===== src/rtl/sdram_pkg.sv =====
// Shared definitions for the SDRAM burst path: address/length/count widths,
// default window geometry, the scheduler state encoding and a small
// saturating-increment helper used by the burst ack counter.
// No ports; imported by the scheduler, its pointer sub-module and the
// controller/FIFO wrappers that share these widths.
package sdram_pkg;

   localparam int ADDR_W = 24;
   localparam int LEN_W  = 10;
   localparam int CNT_W  = 25;

   localparam logic [ADDR_W-1:0] DEF_ADDR_BASE = 24'h000000;
   localparam logic [ADDR_W-1:0] DEF_DEPTH     = 24'd1024;
   localparam logic [LEN_W-1:0]  DEF_BURST_LEN = 10'd10;

   typedef enum logic [2:0] {
      ST_IDLE,
      ST_ARB,
      ST_WR_REQ,
      ST_WR_DATA,
      ST_RD_REQ,
      ST_RD_DATA
   } sched_state_t;

   // The ack counter is one bit wider than a burst length and saturates, so a
   // runaway ack stream can never wrap back around to a "correct" count.
   function automatic logic [LEN_W:0] ack_inc(input logic [LEN_W:0] cnt);
      return (&cnt) ? cnt : cnt + 1'b1;
   endfunction

endpackage


===== src/rtl/sdram_rw_sched_if.sv =====
// Burst request/ack bundle between the scheduler and sdram_ctrl.
// Signals:
//   sdram_wr_req / sdram_wr_addr / wr_burst_len : write burst request from scheduler
//   sdram_wr_ack                                : one pulse per write word accepted
//   sdram_rd_req / sdram_rd_addr / rd_burst_len : read burst request from scheduler
//   sdram_rd_ack                                : one pulse per read word returned
// Modports: master = scheduler side, slave = sdram_ctrl side.
interface sdram_rw_sched_if;

   logic                          sdram_wr_req;
   logic [sdram_pkg::ADDR_W-1:0]  sdram_wr_addr;
   logic [sdram_pkg::LEN_W-1:0]   wr_burst_len;
   logic                          sdram_wr_ack;

   logic                          sdram_rd_req;
   logic [sdram_pkg::ADDR_W-1:0]  sdram_rd_addr;
   logic [sdram_pkg::LEN_W-1:0]   rd_burst_len;
   logic                          sdram_rd_ack;

   modport master (
      output sdram_wr_req, sdram_wr_addr, wr_burst_len,
      input  sdram_wr_ack,
      output sdram_rd_req, sdram_rd_addr, rd_burst_len,
      input  sdram_rd_ack
   );

   modport slave (
      input  sdram_wr_req, sdram_wr_addr, wr_burst_len,
      output sdram_wr_ack,
      input  sdram_rd_req, sdram_rd_addr, rd_burst_len,
      output sdram_rd_ack
   );

endinterface


===== src/rtl/ring_ptr.sv =====
// Ring-buffer word pointer: advances by STEP on request and wraps to 0 once
// it would reach DEPTH, so it always stays in 0..DEPTH-1.
// Ports:
//   clk, rst  : clock and synchronous active-high reset (pointer clears to 0)
//   advance   : step the pointer by one burst this cycle
//   ptr       : current offset inside the window
module ring_ptr
   import sdram_pkg::*;
#(
   parameter logic [ADDR_W-1:0] DEPTH = DEF_DEPTH,
   parameter logic [LEN_W-1:0]  STEP  = DEF_BURST_LEN
)(
   input  logic              clk,
   input  logic              rst,
   input  logic              advance,
   output logic [ADDR_W-1:0] ptr
);

   logic [ADDR_W:0] sum;

   // One spare bit keeps the sum from wrapping before it is compared
   // against the window size.
   assign sum = {1'b0, ptr} + (ADDR_W+1)'(STEP);

   // Pointer register; a step that lands on or past DEPTH restarts at 0.
   always_ff @(posedge clk) begin
      if (rst) begin
         ptr <= '0;
      end else if (advance) begin
         ptr <= (sum >= {1'b0, DEPTH}) ? '0 : sum[ADDR_W-1:0];
      end
   end

endmodule


===== src/rtl/sdram_rw_sched.sv =====
// Round-robin burst scheduler treating a fixed SDRAM window as a ring buffer.
// Write bursts move a full burst from the write FIFO into the window, read
// bursts move a full burst from the window into the read FIFO. The scheduler
// owns both ring pointers and the stored-word count; sdram_ctrl only sees
// start addresses.
// Ports:
//   sys_clk, sys_rst : clock, synchronous active-high reset
//   init_end         : SDRAM init finished, sampled only while idle
//   wr_fifo_cnt      : words waiting in the write FIFO
//   rd_fifo_room     : free words in the read FIFO
//   rd_enable        : host allows draining the window
//   bus              : burst request/ack bundle to sdram_ctrl (master side)
//   stored_cnt       : words currently held in the window (0..DEPTH)
//   busy             : a burst is being requested or transferred
//   burst_err        : sticky, a burst saw an ack count other than BURST_LEN
module sdram_rw_sched
   import sdram_pkg::*;
#(
   parameter logic [ADDR_W-1:0] ADDR_BASE = DEF_ADDR_BASE,
   parameter logic [ADDR_W-1:0] DEPTH     = DEF_DEPTH,
   parameter logic [LEN_W-1:0]  BURST_LEN = DEF_BURST_LEN
)(
   input  logic                    sys_clk,
   input  logic                    sys_rst,
   input  logic                    init_end,
   input  logic [LEN_W-1:0]        wr_fifo_cnt,
   input  logic [LEN_W-1:0]        rd_fifo_room,
   input  logic                    rd_enable,
   sdram_rw_sched_if.master        bus,
   output logic [CNT_W-1:0]        stored_cnt,
   output logic                    busy,
   output logic                    burst_err
);

   localparam logic [CNT_W-1:0] BURST_CNT = CNT_W'(BURST_LEN);
   localparam logic [CNT_W-1:0] DEPTH_CNT = CNT_W'(DEPTH);
   localparam logic [CNT_W-1:0] WR_LIMIT  = DEPTH_CNT - BURST_CNT;

   sched_state_t      state;
   logic              last_wr;
   logic [LEN_W:0]    ack_cnt;
   logic              wr_req;
   logic              rd_req;
   logic [ADDR_W-1:0] wr_addr;
   logic [ADDR_W-1:0] rd_addr;
   logic [ADDR_W-1:0] wr_ptr;
   logic [ADDR_W-1:0] rd_ptr;
   logic              wr_ok;
   logic              rd_ok;
   logic              wr_done;
   logic              rd_done;

   // Burst lengths never change; requests and addresses come from flops.
   assign bus.wr_burst_len  = BURST_LEN;
   assign bus.rd_burst_len  = BURST_LEN;
   assign bus.sdram_wr_req  = wr_req;
   assign bus.sdram_rd_req  = rd_req;
   assign bus.sdram_wr_addr = wr_addr;
   assign bus.sdram_rd_addr = rd_addr;

   // Eligibility only matters in ARB. A write needs a whole burst waiting and
   // a whole burst of free window; a read needs permission, FIFO room and a
   // whole burst already stored. Full and empty both leave the pointers
   // equal, so stored_cnt is what tells them apart.
   assign wr_ok = (wr_fifo_cnt >= BURST_LEN) && (stored_cnt <= WR_LIMIT);
   assign rd_ok = rd_enable && (rd_fifo_room >= BURST_LEN) && (stored_cnt >= BURST_CNT);

   // A burst is finished on the first ack-low cycle of its data phase; that
   // same edge moves the matching pointer on.
   assign wr_done = (state == ST_WR_DATA) && !bus.sdram_wr_ack;
   assign rd_done = (state == ST_RD_DATA) && !bus.sdram_rd_ack;

   ring_ptr #(.DEPTH(DEPTH), .STEP(BURST_LEN)) u_wr_ptr (
      .clk     (sys_clk),
      .rst     (sys_rst),
      .advance (wr_done),
      .ptr     (wr_ptr)
   );

   ring_ptr #(.DEPTH(DEPTH), .STEP(BURST_LEN)) u_rd_ptr (
      .clk     (sys_clk),
      .rst     (sys_rst),
      .advance (rd_done),
      .ptr     (rd_ptr)
   );

   // Main scheduler FSM. Requests, addresses and busy are all registered here
   // so sdram_ctrl sees clean levels. On a tie the side not served last time
   // wins; last_wr resets to "read" so the first tie goes to the write side.
   // The ack counter starts at 1 because the ack that ends the request phase
   // already carried the first word. A reset mid-burst simply drops the
   // burst, since sdram_ctrl is reset alongside.
   always_ff @(posedge sys_clk) begin
      if (sys_rst) begin
         state      <= ST_IDLE;
         last_wr    <= 1'b0;
         ack_cnt    <= '0;
         wr_req     <= 1'b0;
         rd_req     <= 1'b0;
         wr_addr    <= ADDR_BASE;
         rd_addr    <= ADDR_BASE;
         stored_cnt <= '0;
         busy       <= 1'b0;
         burst_err  <= 1'b0;
      end else begin
         case (state)
            ST_IDLE: begin
               if (init_end) begin
                  state <= ST_ARB;
               end
            end

            ST_ARB: begin
               if (wr_ok && (!rd_ok || !last_wr)) begin
                  state   <= ST_WR_REQ;
                  wr_req  <= 1'b1;
                  wr_addr <= ADDR_BASE + wr_ptr;
                  last_wr <= 1'b1;
                  busy    <= 1'b1;
                  ack_cnt <= '0;
               end else if (rd_ok) begin
                  state   <= ST_RD_REQ;
                  rd_req  <= 1'b1;
                  rd_addr <= ADDR_BASE + rd_ptr;
                  last_wr <= 1'b0;
                  busy    <= 1'b1;
                  ack_cnt <= '0;
               end
            end

            ST_WR_REQ: begin
               if (bus.sdram_wr_ack) begin
                  wr_req  <= 1'b0;
                  ack_cnt <= (LEN_W+1)'(1);
                  state   <= ST_WR_DATA;
               end
            end

            ST_WR_DATA: begin
               if (bus.sdram_wr_ack) begin
                  ack_cnt <= ack_inc(ack_cnt);
               end else begin
                  stored_cnt <= stored_cnt + BURST_CNT;
                  if (ack_cnt != {1'b0, BURST_LEN}) begin
                     burst_err <= 1'b1;
                  end
                  busy  <= 1'b0;
                  state <= ST_ARB;
               end
            end

            ST_RD_REQ: begin
               if (bus.sdram_rd_ack) begin
                  rd_req  <= 1'b0;
                  ack_cnt <= (LEN_W+1)'(1);
                  state   <= ST_RD_DATA;
               end
            end

            ST_RD_DATA: begin
               if (bus.sdram_rd_ack) begin
                  ack_cnt <= ack_inc(ack_cnt);
               end else begin
                  stored_cnt <= stored_cnt - BURST_CNT;
                  if (ack_cnt != {1'b0, BURST_LEN}) begin
                     burst_err <= 1'b1;
                  end
                  busy  <= 1'b0;
                  state <= ST_ARB;
               end
            end

            default: begin
               state  <= ST_IDLE;
               wr_req <= 1'b0;
               rd_req <= 1'b0;
               busy   <= 1'b0;
            end
         endcase
      end
   end

endmodule


===== src/flat_wrapper.sv =====
// flat-port wrapper written by rule: the top's interface ports become plain ports
module sdram_rw_sched_flat import sdram_pkg::*;
#(
   parameter logic [ADDR_W-1:0] ADDR_BASE = DEF_ADDR_BASE,
   parameter logic [ADDR_W-1:0] DEPTH     = DEF_DEPTH,
   parameter logic [LEN_W-1:0]  BURST_LEN = DEF_BURST_LEN
)
  (sys_clk, sys_rst, init_end, wr_fifo_cnt, rd_fifo_room, rd_enable, stored_cnt, busy, burst_err, bus_sdram_wr_req, bus_sdram_wr_addr, bus_wr_burst_len, bus_sdram_wr_ack, bus_sdram_rd_req, bus_sdram_rd_addr, bus_rd_burst_len, bus_sdram_rd_ack);
  sdram_rw_sched_if bus_i ();
  input  logic sys_clk;
  input  logic sys_rst;
  input  logic init_end;
  input  logic [LEN_W-1:0] wr_fifo_cnt;
  input  logic [LEN_W-1:0] rd_fifo_room;
  input  logic rd_enable;
  output logic [CNT_W-1:0] stored_cnt;
  output logic busy;
  output logic burst_err;
  output wire logic [$bits(bus_i.sdram_wr_req)-1:0] bus_sdram_wr_req;
  output wire logic [$bits(bus_i.sdram_wr_addr)-1:0] bus_sdram_wr_addr;
  output wire logic [$bits(bus_i.wr_burst_len)-1:0] bus_wr_burst_len;
  input wire logic [$bits(bus_i.sdram_wr_ack)-1:0] bus_sdram_wr_ack;
  output wire logic [$bits(bus_i.sdram_rd_req)-1:0] bus_sdram_rd_req;
  output wire logic [$bits(bus_i.sdram_rd_addr)-1:0] bus_sdram_rd_addr;
  output wire logic [$bits(bus_i.rd_burst_len)-1:0] bus_rd_burst_len;
  input wire logic [$bits(bus_i.sdram_rd_ack)-1:0] bus_sdram_rd_ack;
  assign bus_sdram_wr_req = bus_i.sdram_wr_req;
  assign bus_sdram_wr_addr = bus_i.sdram_wr_addr;
  assign bus_wr_burst_len = bus_i.wr_burst_len;
  assign bus_i.sdram_wr_ack = bus_sdram_wr_ack;
  assign bus_sdram_rd_req = bus_i.sdram_rd_req;
  assign bus_sdram_rd_addr = bus_i.sdram_rd_addr;
  assign bus_rd_burst_len = bus_i.rd_burst_len;
  assign bus_i.sdram_rd_ack = bus_sdram_rd_ack;
  sdram_rw_sched #(.ADDR_BASE(ADDR_BASE), .DEPTH(DEPTH), .BURST_LEN(BURST_LEN)) u_core (.sys_clk(sys_clk), .sys_rst(sys_rst), .init_end(init_end), .wr_fifo_cnt(wr_fifo_cnt), .rd_fifo_room(rd_fifo_room), .rd_enable(rd_enable), .bus(bus_i), .stored_cnt(stored_cnt), .busy(busy), .burst_err(burst_err));
endmodule

===== config.mk =====
export PLATFORM = sky130hd
export DESIGN_NAME = sdram_rw_sched_flat
export DESIGN_NICKNAME = d
export VERILOG_FILES = /design/src/rtl/sdram_pkg.sv /design/src/rtl/sdram_rw_sched_if.sv /design/src/rtl/ring_ptr.sv /design/src/rtl/sdram_rw_sched.sv /design/src/flat_wrapper.sv
export SDC_FILE = /design/constraint.sdc
export NUM_CORES = 1
export LEC_CHECK = 0
export ABC_CLOCK_PERIOD_IN_PS = 2800
export CAP_MARGIN = 20
export CORE_MARGIN = 5
export CORE_UTILIZATION = 49
export CTS_BUF_LIST = sky130_fd_sc_hd__clkbuf_16
export CTS_CLUSTER_DIAMETER = 200
export DETAILED_ROUTE_END_ITERATION = 10
export HOLD_SLACK_MARGIN = 0.05
export PLACE_DENSITY = 0.74
export SKIP_CTS_REPAIR_TIMING = 1
export SLEW_MARGIN = 10
export SYNTH_ARGS = -nofsm -noshare
export SYNTH_HDL_FRONTEND = slang
export SYNTH_HIERARCHICAL = 1
export SYNTH_SLANG_ARGS = --single-unit

===== constraint.sdc =====
create_clock -name sys_clk -period 2.8 [get_ports sys_clk]
set_input_delay 0.42 -clock sys_clk [delete_from_list [all_inputs] [get_ports sys_clk]]
set_output_delay 0.42 -clock sys_clk [all_outputs]
set_load 0.01 [all_outputs]

## Word-level counts from Yosys, hierarchy flattened

Index checks and enable logic that the tools add are counted.

| storage, ports and cells | value |
|---|---|
| bits in latches | 0 |
| word-level logic and storage cells | 110 |
| flip-flop bits (word level) | 140 |
| output and inout bits | 97 |
| memory bits (read-only) | 0 |
| memories kept | 0 |
| bits in writable memories | 0 |

| cells by class | value |
|---|---|
| multipliers | 0 |
| muxes and demuxes | 38 |
| shift operators | 0 |
| div/mod/pow operators | 0 |
| bitwise logic cells | 4 |
| eq/ne operators | 17 |
| reduce and logical (&&, ||, !) cells | 28 |
| $lt $le $gt $ge | 6 |
| add/sub/neg operators | 5 |

Operator list:

| cell | number |
|---|---|
| two-way mux 11 bit | 7 |
| one-hot mux 11 bit (5 select lines) | 1 |
| adder 24 x 4 -> 25 bit, second input constant | 2 |
| >= comparator 25 x 11 -> 1 bit, second input constant | 2 |
| two-way mux 25 bit | 2 |
| one-hot mux 25 bit (2 select lines) | 1 |
| two-way mux 24 bit | 2 |
| adder 25 x 4 -> 25 bit, second input constant | 1 |
| >= comparator 25 x 4 -> 1 bit, second input constant | 1 |
| <= comparator 25 x 10 -> 1 bit, second input constant | 1 |
| subtractor 25 x 4 -> 25 bit, second input constant | 1 |
| two-way mux 3 bit | 7 |
| >= comparator 10 x 4 -> 1 bit, second input constant | 2 |
| one-hot mux 3 bit (6 select lines) | 1 |
| != test 2 bit, second input constant | 8 |
| two-way mux 1 bit | 13 |
| AND reduction 6 bit | 2 |
| adder 11 x 1 -> 11 bit, second input constant | 1 |
| != test 11 x 4 -> 1 bit, second input constant | 1 |
| AND reduction 11 bit | 1 |
| AND reduction 3 bit | 3 |
| AND reduction 4 bit | 2 |
| OR reduction 4 bit | 2 |
| equality test 3 x 2 -> 1 bit, second input constant | 2 |
| 16 further kinds | 32 |

## Depth between registers and ports, before layout

Gate-level depths: netlist of the first run.

| depth | value |
|---|---|
| word-level depth | 8 |
| mapped depth | 11 |
| mapped depth without buffers | 8 |

## Cells and area by module

The synthesis of the first run kept the hierarchy.

By module, submodules not included:

| module | cells each | instances | seq. area each (sq um) | area each (sq um) |
|---|---|---|---|---|
| sdram_rw_sched | 545 | 1 | 1821.7 | 4613.2 |
| ring_ptr | 158 | 2 | 460.4 | 1551.5 |

## Worst setup path before layout of the first run

No wires, ideal clock.

| path | value |
|---|---|
| path kind | register to register |
| start point | reg u_core.stored_cnt[10] |
| end point | reg u_core.wr_addr[3] (netlist: u_core/bus.sdram_wr_addr[3]) |
| required time | 2672 ps |
| data arrival time | 2692 ps |
| cell stages (with the launch flop) | 9 |
| path slack | -20 ps |
| cells stage by stage | dfxtp_1 > or4_4 > or2_1 > or4_1 > buf_2 > a311oi_4 > buf_6 > mux2i_1 > nor2_1 |

| between the ends | value |
|---|---|
| word-level cells in the longest chain between the ends | 6 |
| elaborated cells on any way between the ends | 8 |

RTL lines:

| element | RTL line | RTL |
|---|---|---|
| start: declaration | sdram_rw_sched.sv:30 | `output logic [CNT_W-1:0] stored_cnt,` |
| start signal: assignment | sdram_rw_sched.sv:143 | `stored_cnt <= stored_cnt + BURST_CNT;` |
| start signal: assignment | sdram_rw_sched.sv:164 | `stored_cnt <= stored_cnt - BURST_CNT;` |
| >= comparator 25 x 4 -> 1 bit | sdram_rw_sched.sv:66 | `assign rd_ok = rd_enable && (rd_fifo_room >= BURST_LEN) && (stored_cnt >= BURST_CNT);` |
| logical AND 1 bit | sdram_rw_sched.sv:66 |  |
| zero test 1 bit | sdram_rw_sched.sv:114 | `if (wr_ok && (!rd_ok \|\| !last_wr)) begin` |
| logical OR 1 bit | sdram_rw_sched.sv:114 |  |
| logical AND 1 bit * | sdram_rw_sched.sv:114 |  |
| AND reduction 2 bit (no line) * | n/a |  |
| end signal: assignment | sdram_rw_sched.sv:117 | `wr_addr <= ADDR_BASE + wr_ptr;` |
| end: declaration | sdram_rw_sched.sv:44 | `logic [ADDR_W-1:0] wr_addr;` |

Every way passes the cells marked *; elsewhere a longest branch is shown, timed or not.
A chain may end at the register's enable or synchronous reset.

## Final worst setup path of the first run

Ends and elaborated chain as after synthesis.

==> flow_summary_export.csv, run 1 <==
group,metric,value,unit
global_route,grt_util_all_layers,19.9,%
clock_network,cts_tree,"done",
timing,period_minus_slack,2710,ps
setup_path,cp_max_fo,13,
clock_network,numCtsBuffers,17,
synth,synth-edff-count,0,
finish,syn2layout_area_growth,24.7,%
floorplanning,core_area,15300,um2
floorplanning,initial_core_util,50.4,%
floorplanning,die_area,18400,um2
setup_path,r2r_start,"u_core/stored_cnt[10]",
clock_network,cts-htree-levels,4,
finish,final_core_util,62.9,%
setup_path,r2r-end,"u_core/bus.sdram_wr_addr[3]",
timing,max_freq,369,MHz
clock_network,clockBufferDepth,2,
placed_design,finalWeightedCongestion,0.888,
synth,yosysTopAreaCellShare,35.5,%
placed_design,io_buffers,99,
timing,worst_pin_slew,933,ps
clock_network,cts_sinks,137,
setup_path,cp-startpoint,"u_core/stored_cnt[10]",
power_and_ir_drop,ir_worst_vdd,0.377,mV
synth,synth.avg_cell_area,8.96,um2
setup_path,reg2regPathDepth,8,
timing,maxSlewViolCount,0,
routing,dr_wl_met2,8600,um
floorplanning,io_pins,123,
setup_path,critPathArrivalTime,3000,ps
setup_path,path_class,"register to register",
setup_path,critPathCaptureType,"register",
routing,wl_met3,1100,um
finish,fin_cells,1200,
timing,fin_worst_skew,6.86,ps
routing,drtIter0Drc,348,
finish,fin_nets,1009,
setup_path,crit_path_start_kind,"register",
routing,wl,18500,um
clock_network,cts_root_buffer,"clkbuf_16",
floorplanning,floorplan.die.height,135,um
global_route,antenna_found_initial,0,
synth,yosysMostFrequentCell,"dfxtp_1",
timing,setup_violations,0,
outcome,status,"completed",
setup_path,crit_end,"u_core/bus.sdram_wr_addr[3]",
floorplanning,rows,45,
finish,diodes,0,
global_route,grt_max_degree,35,
global_route,grt_overflow,0,
global_route,grt_pass1_vias,6055,
timing,max_slew_margin,37.8,%
synth,synthTopCellsByCount,"dfxtp_1 (137), nor2_1 (104), mux2i_1 (55)",
timing,hold_viol,0,
synth,async_reset_ff_share,0,%
clock_network,clkTransAtPathRegs,60,ps
power_and_ir_drop,pwr_density_cell,482,nW/um2
setup_path,crit_required,3090,ps
power_and_ir_drop,p_leak,0.00353,uW
setup_path,crit_slowest_cell,"or4_1",
timing,finalCritPeriodShare,96.8,%
setup_path,cp_top_family,"simple AND/OR/NAND/NOR gates",
synth,postSynthCellCount,861,
setup_path,r2r_slack,90,ps
floorplanning,dieWidth,135,um
hold_path,hold_path_class,"input port to register",
routing,drtPass1Iterations,5,
synth,yosysSeqAreaShare,35.5,%
global_route,grt_pass1_wl,30100,um
synth,syn_area,7720,um2
setup_path,crit_buf_inv,2,
synth,synth_cell_types,75,
routing,vias_per_cell,5.44,
synth,synth-main-ff-cell,"dfxtp_1",
clock_network,insertion_delay,420,ps
placed_design,dp.cells,1166,
setup_path,cp_slowest_stage_delay,550,ps
synth,synth_area_leaders,"dfxtp_1 (36%), mux2i_1 (7.1%), nor3_2 (5.6%), nor2_1 (5.1%), xnor2_1 (4.3%)",
routing,wirelength_met1,8490,um
routing,top_layer,"met4",
setup_path,path_depth,8,
setup_path,crit_chain,"or4_4 -> or2_1 -> or4_1 -> a311oi_4 -> buf_4 -> buf_12 -> mux2i_1 -> nor2_1",
routing,ant_nets,0,
synth,ys_warn_count,6,
routing,wl_per_cell,15.4,um
synth,ys_ff_latch,137,
timing,grt_setup_unrepaired,"no",
synth,yosysTopAreaCell,"dfxtp_1",
finish,layout-drive-gt1-share,15.5,%
routing,drcViolationCount,0,
flow_run,cap_viol_max_count,0,
placed_design,dpl.hpwl,12600,um
routing,num_vias,6528,
## worst min-delay path by stage
stage | start | endpoint | slack [ps] | cells after the start
final | sys_rst | u_core/bus.sdram_wr_addr[9] | 400 | 2
after global routing | sys_rst | u_core/bus.sdram_wr_addr[10] | 400 | 2
after floorplan | u_core/ack_cnt[10] | u_core/ack_cnt[10] | 450 | 2
after CTS | sys_rst | u_core/bus.sdram_wr_addr[10] | 380 | 2
after detailed placement | u_core/ack_cnt[10] | u_core/ack_cnt[10] | 470 | 2
after global placement | u_core/ack_cnt[10] | u_core/ack_cnt[10] | 460 | 2
## report_power, final
group	leakage [uW]	switching [uW]	internal, uW
combinational	0.00211	170	131
clock	0.000316	805	1550
sequential	0.00111	22.0	1970
total	0.00353	997	3650
## layout by cell type (no fill, tap or decap), types with 10 or more instances in the layout
master | synthesis | routed
and2_1 | 10 | 10
nand3_1 | 49 | 49
nand4_1 | 18 | 18
nor3_1 | 20 | 20
and3_1 | 10 | 10
clkbuf_16 | 0 | 18
a21oi_1 | 24 | 24
or3_1 | 19 | 19
buf_4 | 25 | 49
o21ai_0 | 21 | 21
nor2_1 | 104 | 104
nor2b_1 | 12 | 12
nor3_2 | 43 | 43
nand2_1 | 40 | 40
conb_1 | 4 | 23
xor2_1 | 34 | 34
inv_1 | 11 | 16
dfxtp_1 | 137 | 135
mux2i_1 | 55 | 55
clkdlybuf4s50_1 | 0 | 98
xnor2_1 | 38 | 38
nor4_1 | 15 | 15
## sequential cells by signal (all words and copies together) (netlist names)
register                  flops
u_core/bus.sdram_rd_req       1
u_core/u_rd_ptr/ptr          23
u_core/state                  3
u_core/last_wr                1
u_core/burst_err              1
u_core/u_wr_ptr/ptr          23
u_core/bus.sdram_rd_addr     24
u_core/stored_cnt            24
u_core/bus.sdram_wr_addr     24
u_core/busy                   1
u_core/ack_cnt               11
u_core/bus.sdram_wr_req       1
## per-stage QoR
step / cell area, um2 / setup TNS, ps / setup WS, ps / power (uW) / hold slack (ps)
2_1_floorplan: 7800 / -24.2 / -2.42 / 2240 / 446
3_3_place_gp: 8970 / 0 / 66.1 / 2310 / 463
3_5_place_dp: 8970 / -1.77 / -1.77 / 2310 / 468
4_1_cts: 9590 / 0 / 66.0 / 4670 / 383
5_1_grt: 9630 / 0 / 9.05 / 4800 / 398
6_report: 9630 / 0 / 88.5 / 4640 / 402
## kinds of logic after synthesis
group	share of synthesized area, %
adder cells (fa/ha/maj)	1.14
flip-flops	35.5
AND/OR/NAND/NOR	29.8
XOR/XNOR	8.17
buffers and inverters	6.53
AO/OA/AOI/OAI	10.9
other	0.195
multiplexers	7.72
## worst reg2reg max path, cell delays in order, from the launching register on
cell	delay (ps)
dfxtp_4	340
or4_4	530
or2_1	280
or4_1	560
a311oi_4	220
buf_4	200
buf_12	170
mux2i_1	230
nor2_1	60
## final cells by class
cell class	count	area (um2)
fillers	1345	5690
well taps	211	264
clock buffers	17	425
inverters	11	41.3
multi-input cells	659	4540
flip-flops and latches	137	2750
repair buffers	150	1410
clock inverters	15	193
## per-layer routing
layer,up-vias,GRT usage (%)
met2,191,31.2
met3,25,4.49
met1,3051,27.0
met5,-,0
met4,0,6.94
li1,3261,-
Note: power is estimated with default switching activity, not from simulation.
==> inputs of run 2 (changes only) <==
Settings changed: ABC_AREA from default to 1, CORE_UTILIZATION 49 to 50, PLACE_DENSITY 0.74 to 0.75.
==> run 2 against run 1 <==
Compared with the run above:
- final cell count is 26% higher
- routed wire length rose by 5.8%
- sequential share of layout area grew 0.24 points
- critical path depth increased by 6
- highest routed layer unchanged
- largest cell class unchanged
- synthesized cell count increased by 39%
- synthesized area up 3.0%
- via count grew 18%
- setup slack better by 390 ps
- sequential cell count did not move
- die area grew 0.84%
- worst hold slack gained 41 ps
==> flow_summary_export.csv, run 2 <==
group,metric,value,unit
outcome,status,"completed",
flow_run,cap_viol_max_count,0,
timing,setup_violations,0,
global_route,antenna_found_initial,0,
timing,maxSlewViolCount,0,
finish,diodes,0,
setup_path,cp_max_fo,15,
power_and_ir_drop,pwr_density_cell,598,nW/um2
clock_network,insertion_delay,420,ps
global_route,grt_pass1_wl,32700,um
setup_path,crit_path_start_kind,"register",
setup_path,crit_slowest_cell,"dfxtp_1",
finish,layout-drive-gt1-share,9.11,%
timing,fin_worst_skew,8.99,ps
synth,postSynthCellCount,1195,
power_and_ir_drop,p_int,4020,uW
finish,fin_nets,1315,
floorplanning,floorplan.die.height,136,um
power_and_ir_drop,p_sw,1680,uW
timing,finalCritPeriodShare,83.0,%
floorplanning,die_area,18500,um2
setup_path,crit_chain,"inv_1 -> ha_1 -> inv_1 -> nand2_1 -> nand2_1 -> nor2_1 -> nand2_1 -> nor2_1 -> nor2_1 -> nor2_2 -> nand2_2 -> nand3_4 -> or2_0 -> a21oi_1",
floorplanning,core_area,15700,um2
setup_path,critPathArrivalTime,2680,ps
synth,synth_area_leaders,"dfxtp_1 (35%), nand2_1 (11%), nor2_1 (9.2%), inv_1 (6.0%), a21oi_1 (5.8%)",
finish,syn2layout_area_growth,19.9,%
clock_network,cts_sinks,137,
routing,drcViolationCount,0,
setup_path,crit_buf_inv,2,
global_route,top_usage_layer,"met2",
synth,syn_area,7950,um2
synth,ys_ff_latch,137,
global_route,globalRouteMet1Util,27.5,%
finish,final_common_cell,"nand2_1",
global_route,met2_usage,35.6,%
setup_path,cp_top_family,"simple AND/OR/NAND/NOR gates",
power_and_ir_drop,pwr-share-comb,22.4,%
global_route,grt_max_degree,62,
synth,synth-edff-count,0,
routing,drtPass1Iterations,5,
clock_network,clkTransAtPathRegs,60,ps
hold_path,hold_path_class,"register to register",
timing,hold_viol,0,
floorplanning,rows,46,
power_and_ir_drop,p_leak,0.00384,uW
timing,max_freq,430,MHz
power_and_ir_drop,ir_worst_vdd,0.441,mV
setup_path,crit_required,3150,ps
synth,synthTopCellsByCount,"nand2_1 (227), nor2_1 (195), dfxtp_1 (137)",
timing,worst_pin_slew,695,ps
placed_design,io_buffers,99,
synth,yosysTopAreaCellShare,34.5,%
floorplanning,io_pins,123,
finish,final_cell_mix,"nand2_1 (227), nor2_1 (195), dfxtp_1 (137)",
routing,wl,19600,um
clock_network,clockBufferDepth,2,
routing,drtIter0Drc,588,
power_and_ir_drop,switching_share,29.5,%
clock_network,numCtsBuffers,17,
synth,yosysTopAreaCell,"dfxtp_1",
floorplanning,dieWidth,136,um
floorplanning,initial_core_util,50.6,%
synth,ys_warn_count,6,
timing,max_slew_margin,53.7,%
timing,grt_setup_unrepaired,"no",
finish,n_fill_cell,1463,
synth,synth_cell_types,49,
setup_path,path_class,"register to register",
setup_path,critPathCaptureType,"register",
placed_design,place_ws,394,ps
global_route,use_met3,4.52,%
global_route,grt_pass1_vias,7123,
clock_network,cts-htree-levels,4,
power_and_ir_drop,p_clk_share,38.2,%
routing,ant_nets,0,
setup_path,cp_slowest_stage_delay,460,ps
power_and_ir_drop,seq_power_share,39.3,%
global_route,grt_util_all_layers,21.3,%
clock_network,cts_root_buffer,"clkbuf_16",
timing,worst_slack,477,ps
synth,synth.avg_cell_area,6.65,um2
synth,async_reset_ff_share,0,%
clock_network,cts_tree,"done",
routing,vias_per_cell,5.08,
timing,tns,0,ps
routing,num_vias,7683,
routing,wl_per_cell,13.0,um
power_and_ir_drop,power.total,5700,uW
timing,period_minus_slack,2320,ps
synth,yosysMostFrequentCell,"nand2_1",
synth,yosysSeqAreaShare,34.5,%
placed_design,finalWeightedCongestion,0.894,
synth,synth-main-ff-cell,"dfxtp_1",
placed_design,dpl.hpwl,14000,um
global_route,grt_overflow,0,
-- run 2: cells by family (layout without fill, tap and decap cells) --
group | after synthesis | count (layout) | synth area share, %
DFF | 137 | 137 | 34.5
and+or+nand+nor | 619 | 619 | 36.1
adders and majority gates | 7 | 7 | 1.10
AOI/OAI and AO/OA | 202 | 202 | 13.6
xor gates and xnor gates | 26 | 26 | 3.06
other | 4 | 23 | 0.189
buffers and inverters | 200 | 281 | 11.5
-- run 2: power by group through the flow --
stage	Sequential [uW]	Combinational, uW	Clock [uW]
finish	2240	1280	2180
global route	2260	1430	2310
CTS	2240	1290	2220
detailed placement	2280	1280	0
global placement	2280	1260	0
floorplan	2330	833	0
-- run 2: final timing paths --
kind | startpoint | end | slack, ps | cells past startpoint
worst min register to register | u_core/bus.sdram_rd_addr[7] | u_core/bus.sdram_rd_addr[7] | 440 | 2
worst max register to register | u_core/stored_cnt[1] | u_core/ack_cnt[10] | 480 | 14
worst max-delay path | u_core/stored_cnt[1] | u_core/ack_cnt[10] | 480 | 14
worst min-delay path | u_core/bus.sdram_rd_addr[7] | u_core/bus.sdram_rd_addr[7] | 440 | 2
-- run 2: routing by layer --
layer  routed length [um]  up-vias
li1                     -     3977
met1                 8980     3480
met2                 9100      202
met3                 1230       24
met4                  276        0
met5                    0        -
-- run 2: worst register-to-register path, delay by kind of cell, from the launching register on --
kind	cells	cell delay, ps
flops	1	460
fa+ha+maj	1	230
compound gates	1	120
simple gates	10	1270
buf+inv	2	200
-- run 2: through the flow --
step | utilization [%] | instance area [um2] | std cells | hold slack, ps
floorplan | - | 8020 | 1214 | 443
CTS | 60.6 | 9530 | 1511 | 444
global placement | 57.0 | 8960 | 1479 | 432
finish | 60.6 | 9530 | 1511 | 443
global route | 60.6 | 9530 | 1511 | 461
detailed placement | 57.0 | 8960 | 1479 | 436
-- run 2: layout make-up --
| class | count | area [um2] | share of cell area (%) |
|---|---|---|---|
| timing repair buffer | 107 | 1050 | 11.0 |
| multi-input combinational | 877 | 4360 | 45.8 |
| clock buffer | 17 | 425 | 4.47 |
| clock inverter | 15 | 143 | 1.50 |
| sequential | 137 | 2740 | 28.8 |
| inverter | 142 | 538 | 5.65 |
| tap | 216 | 270 | 2.84 |
